[src/rtl/speicher_steuerung.sv]
// Memory controller: serialises instruction fetches, data loads and data stores onto one synchronous RAM port.
// Optional address checking is enabled by defining SPEICHER_FEHLER_EN.
module speicher_steuerung #(
   parameter int unsigned ADRESSBREITE = 14,
   parameter int unsigned LESELATENZ   = 1
) (
   input  logic                    Clock,
   input  logic                    Reset,
   input  logic                    LoadBefehlSignal,
   input  logic [31:0]             BefehlAdresse,
   input  logic                    LoadDatenSignal,
   input  logic                    StoreDatenSignal,
   input  logic [31:0]             DatenAdresse,
   input  logic [31:0]             SchreibDaten,
   output logic [31:0]             Befehl,
   output logic                    BefehlGeladen,
   output logic [31:0]             LeseDaten,
   output logic                    DatenGeladen,
   output logic                    DatenGespeichert,
   output logic [ADRESSBREITE-1:0] RAMAdresse,
   output logic [31:0]             RAMSchreibDaten,
   output logic                    RAMSchreibFreigabe,
   input  logic [31:0]             RAMLeseDaten,
   output logic                    Fehler
);

   localparam int unsigned ZAEHLERBREITE = 3;

   typedef enum logic [1:0] {
      BEREIT,
      LESEN,
      SCHREIBEN
   } zustandTyp;

   zustandTyp                 zustand;
   logic [ZAEHLERBREITE-1:0]  zaehler;
   logic                      istBefehl;
   logic [31:0]               anfrageAdresse;
   logic [ADRESSBREITE-1:0]   anfrageWort;
   logic                      anfrageLesen;
   logic                      anfrageFehler;
   logic [31:0]               leseWert;

   // Fetch has priority, so its address wins whenever it is requested
   assign anfrageAdresse = LoadBefehlSignal ? BefehlAdresse : DatenAdresse;
   assign anfrageWort    = anfrageAdresse[ADRESSBREITE+1:2];
   assign anfrageLesen   = LoadBefehlSignal || LoadDatenSignal;

`ifdef SPEICHER_FEHLER_EN
   logic zugriffFehler;
   assign anfrageFehler = (anfrageAdresse[1:0] != 2'b00) ||
                          ((anfrageAdresse >> (ADRESSBREITE + 2)) != 32'd0);
   assign leseWert      = zugriffFehler ? 32'd0 : RAMLeseDaten;
`else
   logic unusedBits;
   assign anfrageFehler = 1'b0;
   assign leseWert      = RAMLeseDaten;
   assign unusedBits    = ^{anfrageAdresse[1:0], anfrageAdresse[31:ADRESSBREITE+2]};
   assign Fehler        = 1'b0;
`endif

   always_ff @(posedge Clock) begin
      if (Reset) begin
         zustand            <= BEREIT;
         zaehler            <= '0;
         istBefehl          <= 1'b0;
         Befehl             <= '0;
         LeseDaten          <= '0;
         BefehlGeladen      <= 1'b0;
         DatenGeladen       <= 1'b0;
         DatenGespeichert   <= 1'b0;
         RAMAdresse         <= '0;
         RAMSchreibDaten    <= '0;
         RAMSchreibFreigabe <= 1'b0;
`ifdef SPEICHER_FEHLER_EN
         zugriffFehler      <= 1'b0;
         Fehler             <= 1'b0;
`endif
      end else begin
         // Acks and the write strobe are single-cycle pulses
         BefehlGeladen      <= 1'b0;
         DatenGeladen       <= 1'b0;
         DatenGespeichert   <= 1'b0;
         RAMSchreibFreigabe <= 1'b0;

         case (zustand)
            BEREIT: begin
               if (anfrageLesen) begin
                  zustand    <= LESEN;
                  zaehler    <= '0;
                  istBefehl  <= LoadBefehlSignal;
                  RAMAdresse <= anfrageWort;
`ifdef SPEICHER_FEHLER_EN
                  zugriffFehler <= anfrageFehler;
                  if (anfrageFehler) Fehler <= 1'b1;
`endif
               end else if (StoreDatenSignal) begin
                  zustand            <= SCHREIBEN;
                  RAMAdresse         <= anfrageWort;
                  RAMSchreibDaten    <= SchreibDaten;
                  RAMSchreibFreigabe <= !anfrageFehler;
                  DatenGespeichert   <= 1'b1;
`ifdef SPEICHER_FEHLER_EN
                  if (anfrageFehler) Fehler <= 1'b1;
`endif
               end
            end

            // RAM data is valid LESELATENZ cycles after the address; capture one edge later
            LESEN: begin
               if (zaehler == ZAEHLERBREITE'(LESELATENZ)) begin
                  zustand <= BEREIT;
                  if (istBefehl) begin
                     Befehl        <= leseWert;
                     BefehlGeladen <= 1'b1;
                  end else begin
                     LeseDaten     <= leseWert;
                     DatenGeladen  <= 1'b1;
                  end
               end else begin
                  zaehler <= zaehler + ZAEHLERBREITE'(1);
               end
            end

            SCHREIBEN: zustand <= BEREIT;

            default: zustand <= BEREIT;
         endcase
      end
   end

endmodule

[config.mk]
export PLATFORM = sky130hd
export DESIGN_NAME = speicher_steuerung
export DESIGN_NICKNAME = d
export VERILOG_FILES = /design/src/rtl/speicher_steuerung.sv
export SDC_FILE = /design/constraint.sdc
export NUM_CORES = 1
export LEC_CHECK = 0
export ABC_AREA = 0
export BUFFER_PORTS_ARGS = -buffer_cell sky130_fd_sc_hd__clkbuf_2
export CAP_MARGIN = 25
export CORE_MARGIN = 4
export CORE_UTILIZATION = 44
export CTS_CLUSTER_SIZE = 8
export DETAILED_ROUTE_END_ITERATION = 7
export PLACE_DENSITY = 0.87
export SLEW_MARGIN = 5
export SYNTH_ARGS = -nofsm -noshare
export SYNTH_HDL_FRONTEND = slang
export SYNTH_SLANG_ARGS = --single-unit
[constraint.sdc]
create_clock -name Clock -period 2.05 [get_ports Clock]
set_input_delay 0.1025 -clock Clock [delete_from_list [all_inputs] [get_ports Clock]]
set_output_delay 0.1025 -clock Clock [all_outputs]
set_load 0.02 [all_outputs]
# Word level (Yosys, flattened, before mapping)
# Index checks and enable logic that the tools add are counted.
dict set report classes {
  n_addsub 1
  n_mul 0
  div 0
  magnitude_cmp 0
  n_eq_ne 6
  n_shift 0
  mux 13
  bitwise 5
  n_reduce_logical 13
}
# operator n
set ops {}
lappend ops {{14-bit two-way mux} 2}
lappend ops {{16-bit two-way mux} 1}
lappend ops {{3-bit AND reduction} 4}
lappend ops {{2-bit two-way mux} 3}
lappend ops {{3-bit two-way mux} 2}
lappend ops {{2-bit inequality test (second input constant)} 3}
lappend ops {{3-bit one-hot mux with 2 select lines} 1}
lappend ops {{2-bit AND reduction} 3}
lappend ops {{3-bit OR reduction} 2}
lappend ops {{1-bit inverter} 5}
lappend ops {{2-bit one-hot mux with 2 select lines} 1}
lappend ops {{2-bit nonzero test} 2}
lappend ops {{3-bit by 1-bit adder with 3-bit output (second input constant)} 1}
lappend ops {{3-bit by 1-bit equality test with 1-bit output (second input constant)} 1}
lappend ops {{1-bit two-way mux} 3}
lappend ops {{3-bit inequality test (second input constant)} 1}
lappend ops {{2-bit by 1-bit equality test with 1-bit output (second input constant)} 1}
lappend ops {{2-bit logical NOT} 1}
lappend ops {{1-bit logical OR} 1}
dict set report word_totals {
  regBits 119
  latchBits 0
  ram_bits 0
  rom_bits 0
  in_bits 133
  output_inout_bits 115
  elab_cells 48
  mem_count 0
}

# Depth between registers and ports, before layout
dict set report logic_depth {
  ltp_word 3
  ltp_mapped 8
  mapped_depth_nobuf 5
}

# Worst setup path before layout
# Ideal clock, no wire load.
dict set report synth_path {
  kind {flip-flop to flip-flop}
  start {reg zaehler[0]}
  end {reg LeseDaten[0]}
  setup_ns 0.116
  t_arrival_ns 1.528
  t_required_ns 1.934
  slack_ns 0.406
  stages_incl_launch_ff 8
  n_path_buf 3
  synth_period_minus_slack_ns 1.644
  path_cell_list {dfxtp_1 ha_1 nand2b_1 clkbuf_1 or3_1 buf_2 buf_6 a31o_1}
}
dict set report synth_between {
  elab_chain_len 2
}
# item line
set synth_lines {}
lappend synth_lines {{start, declared} 36} ;# logic [ZAEHLERBREITE-1:0] zaehler;
lappend synth_lines {{start signal, assigned} 121} ;# zaehler <= zaehler + ZAEHLERBREITE'(1);
lappend synth_lines {{3-bit by 1-bit equality test with 1-bit output} 111} ;# if (zaehler == ZAEHLERBREITE'(LESELATENZ)) begin
lappend synth_lines {{3-bit AND reduction (no source line)} n/a}
lappend synth_lines {{end signal, assigned} 117} ;# LeseDaten <= leseWert;
lappend synth_lines {{end, declared} 17} ;# output logic [31:0] LeseDaten,
# No other way between the ends.
# A chain may end at the register's enable or synchronous reset.

# Final worst setup path
dict set report layout_path {
  start {in LoadBefehlSignal}
  end {reg RAMSchreibDaten[31]}
}
dict set report layout_between {
  elab_chain_len 3
}
# item line
set layout_lines {}
lappend layout_lines {{start, declared} 9} ;# input logic LoadBefehlSignal,
lappend layout_lines {{1-bit logical OR} 47} ;# assign anfrageLesen = LoadBefehlSignal || LoadDatenSignal;
lappend layout_lines {{1-bit inverter (no source line)} n/a}
lappend layout_lines {{3-bit AND reduction (no source line)} n/a}
lappend layout_lines {{end signal, assigned} 100} ;# RAMSchreibDaten <= SchreibDaten;
lappend layout_lines {{end, declared} 21} ;# output logic [31:0] RAMSchreibDaten,
# No other way between the ends.

==> impl_metrics.csv <==
group,metric,value,unit
pwr,power.switching_fraction,0.257,
worst_hold_path,hp-class,"input pin to flop",
worst_setup_path,timing.critical_path.from_type,"input pin",
floorplanning,core_area,10900,um2
clock_tree,cts_tree,"done",
place,hpwlAfterDp,8660,um
finish,final-instance-count-excl-fill,914,
pwr,p_sw,1.57,mW
sta,setup_repair_after_global_routing_missed_its_margin,"false",
sta,timing.max_slew.rel_slack,0.629,
floorplanning,fp-row-count,38,
place,numPlacedInstances,818,
global_routing,grt_use_met1,0.247,
floorplanning,fp.dieArea,13100,um2
synth,share_of_synthesized_registers_carrying_an_async_set_or_reset,0,
global_routing,via_count_of_the_first_global_routing_pass,4902,
routing,postRouteAntennaNets,0,
synth,post_synth_main_area_contributors,"sky130_fd_sc_hd__dfxtp_1 48%, sky130_fd_sc_hd__mux2i_1 16%, sky130_fd_sc_hd__nand2_1 7.4%, sky130_fd_sc_hd__a31o_1 5.1%, sky130_fd_sc_hd__nand2b_1 4.4%",
synth,syn-cell-area,4970,um2
global_routing,global_route.peak_usage_layer,"met2",
sta,max_clock_freq,601,MHz
sta,hold_viol,0,
pwr,pwr_total,6.12,mW
sta,worst_slew_pin_slew,556,ps
clock_tree,clkTransAtPathRegs,60,ps
worst_setup_path,highest_net_fanout_along_the_worst_path,34,
global_routing,grt_antenna_before_repair,0,
place,dpl_cell_area,6050,um2
clock_tree,cts.path.max_buffers,2,
sta,final-max-slew-violation-count,0,
global_routing,overflow,0,
clock_tree,cts.repair.resized,0,
clock_tree,clkSinkCount,119,
place,numPortBuffers,210,
routing,drc_errors,0,
synth,ys_seq_elements,119,
pwr,seq_power_share,0.400,
synth,synth_ff_type,"sky130_fd_sc_hd__dfxtp_1",
global_routing,grtUsageMet3,0.0692,
floorplanning,die_height,114,um
finish,layout.core_utilization,0.664,
place,placement.setup.worst_slack,421,ps
synth,syn_avg_cell_area,9.80,um2
finish,design_area,7260,um2
sta,setup_total_negative_slack,0,ps
synth,postSynthCellCount,507,
worst_setup_path,crit_required,2370,ps
sta,setup-violations-final,0,
clock_tree,cts_inserted_buffers,17,
synth,number_of_distinct_library_cells_after_synthesis,36,
pwr,p_clk_frac,0.465,
routing,drt-wirelength-per-cell,16.4,um
routing,drt_wl_total,15000,um
global_routing,globalRouteMet2Util,0.411,
floorplanning,chipWidth,114,um
synth,ys_warn_count,0,
sta,hold_ws,49.7,ps
finish,design.final.nets,896,
routing,firstDrtPassIters,4,
pwr,cellInternalPower,4.55,mW
routing,dr_total_vias,4727,
synth,synth_nets,642,
global_routing,grt_start_max_net_pins,82,
pwr,power.share.combinational,0.135,
job,number_of_maximum_capacitance_constraint_violations,0,
sta,postLayoutSetupSlackWorst,387,ps
pwr,peakVddDrop,619,uV
finish,syn_to_final_growth,46.0,%
finish,drive_gt1_frac,0.349,
sta,finalWorstPathRequiredPeriod,1660,ps
run_status,outcome,"finished clean",
clock_tree,clk_root_buffer_cell,"sky130_fd_sc_hd__clkbuf_16",
sta,worst_clock_skew,7.52,ps
place,gp_congestion,0.764,
clock_tree,insertion_delay,390,ps
routing,vias_per_cell,5.17,
synth,synth_top_cell_by_area,"sky130_fd_sc_hd__dfxtp_1",
floorplanning,start_util,0.454,
worst_setup_path,cp_data_arrival_time,1980,ps
synth,synth-seq-area-share,0.479,
worst_setup_path,setup.worst_path.class,"input pin to flop",
synth,synth_top_cell_area_share,0.479,
clock_tree,cts-htree-levels,4,
pwr,cellLeakagePower,3.28,nW
floorplanning,pin_count,248,
finish,antenna-diode-count,0,
sta,fin_crit_sh,0.811,
pwr,power-per-cell-area,843,nW/um2
worst_setup_path,cp-end-kind,"flop",
global_routing,grt_pass1_wl,23800,um
global_routing,grt.total_usage,0.229,
synth,synth_enable_flop_cells,0,
routing,dr.first_iter.drc_count,292,
==> cell families (layout without fill, tap and decap cells) <==
kind of cell	count (synthesis)	after routing	synth area share
buf+inv	55	322	0.0609
compound gates	67	67	0.113
fa+ha+maj	2	2	0.00503
other cells	1	1	0.000755
mux	79	79	0.159
flops	119	119	0.479
simple gates	184	184	0.182
==> sequential cells by signal, indices dropped and copies added, names as in the netlist <==
name	count
Befehl	32
LeseDaten	32
RAMSchreibDaten	32
RAMAdresse	14
zaehler	3
zustand	2
BefehlGeladen	1
DatenGeladen	1
RAMSchreibFreigabe	1
istBefehl	1
==> cell usage in the layout, fill, tap and decap left out, drive strengths merged, types with 2 or more instances in the layout <==
cell type and count:
clkbuf 231, dfxtp 119, nand2 98, mux2i 79
dlygate4sd3 64, nand2b 35, nor4 32, a31o 32
a21oi 15, a211oi 14, buf 13, nor2 6
clkinv 6, inv 4, and2 3, nor2b 2
nor3 2, ha 2, clkinvlp 2, bufinv 2
or3 2
==> power by group through the flow <==
stage | Clock, mW | Sequential [mW] | Combinational [mW]
floorplan | 0 | 2.58 | 0.380
global placement | 0 | 2.49 | 0.700
detailed placement | 0 | 2.50 | 0.708
CTS | 2.89 | 2.45 | 0.809
global route | 3.01 | 2.46 | 0.885
finish | 2.84 | 2.45 | 0.823
==> layer usage <==
layer	vias to the layer above	share of wire	wire length, um
li1	2279	-	-
met1	2164	0.38	5660
met2	239	0.51	7640
met3	45	0.082	1230
met4	0	0.032	473
met5	-	0	0
==> cell usage after synthesis (all sizes together), types with 3 or more instances <==
cell / instances
mux2i: 79
nand2b: 35
nor4: 32
dfxtp: 119
a21oi: 15
clkbuf: 32
nand2: 98
a211oi: 14
a31o: 32
and2: 3
nor2: 6
buf: 20
==> critical path, cell delays in order <==
cell and delay, ps:
sky130_fd_sc_hd__dlygate4sd3_1 540, sky130_fd_sc_hd__clkbuf_2 140, sky130_fd_sc_hd__or2_2 340, sky130_fd_sc_hd__nor4b_4 310
sky130_fd_sc_hd__buf_12 270, sky130_fd_sc_hd__mux2i_1 250
==> cell type report <==
type | count | area [um2]
clock buffer | 21 | 440
clock inverter | 11 | 125
fill | 805 | 3680
inverter | 3 | 12.5
multi-input combinational | 333 | 2290
sequential | 119 | 2380
tap | 140 | 175
timing repair buffer | 287 | 1830
==> repair_timing <==
action | CTS | global route
hold buffers | 64 | 0
hold endpoints to repair | 64 | 0
buffers inserted | 0 | 0
==> worst paths after layout <==
kind	from	endpoint	slack [ps]	cells past startpoint
worst max register to register	zustand[0]	Befehl[14]	400	4
worst min register to register	RAMSchreibDaten[15]	RAMSchreibDaten[15]	450	2
worst max-delay path	LoadBefehlSignal	RAMSchreibDaten[31]	390	6
worst min-delay path	LoadDatenSignal	istBefehl	50	3
Power figures use the tool's default switching activity.
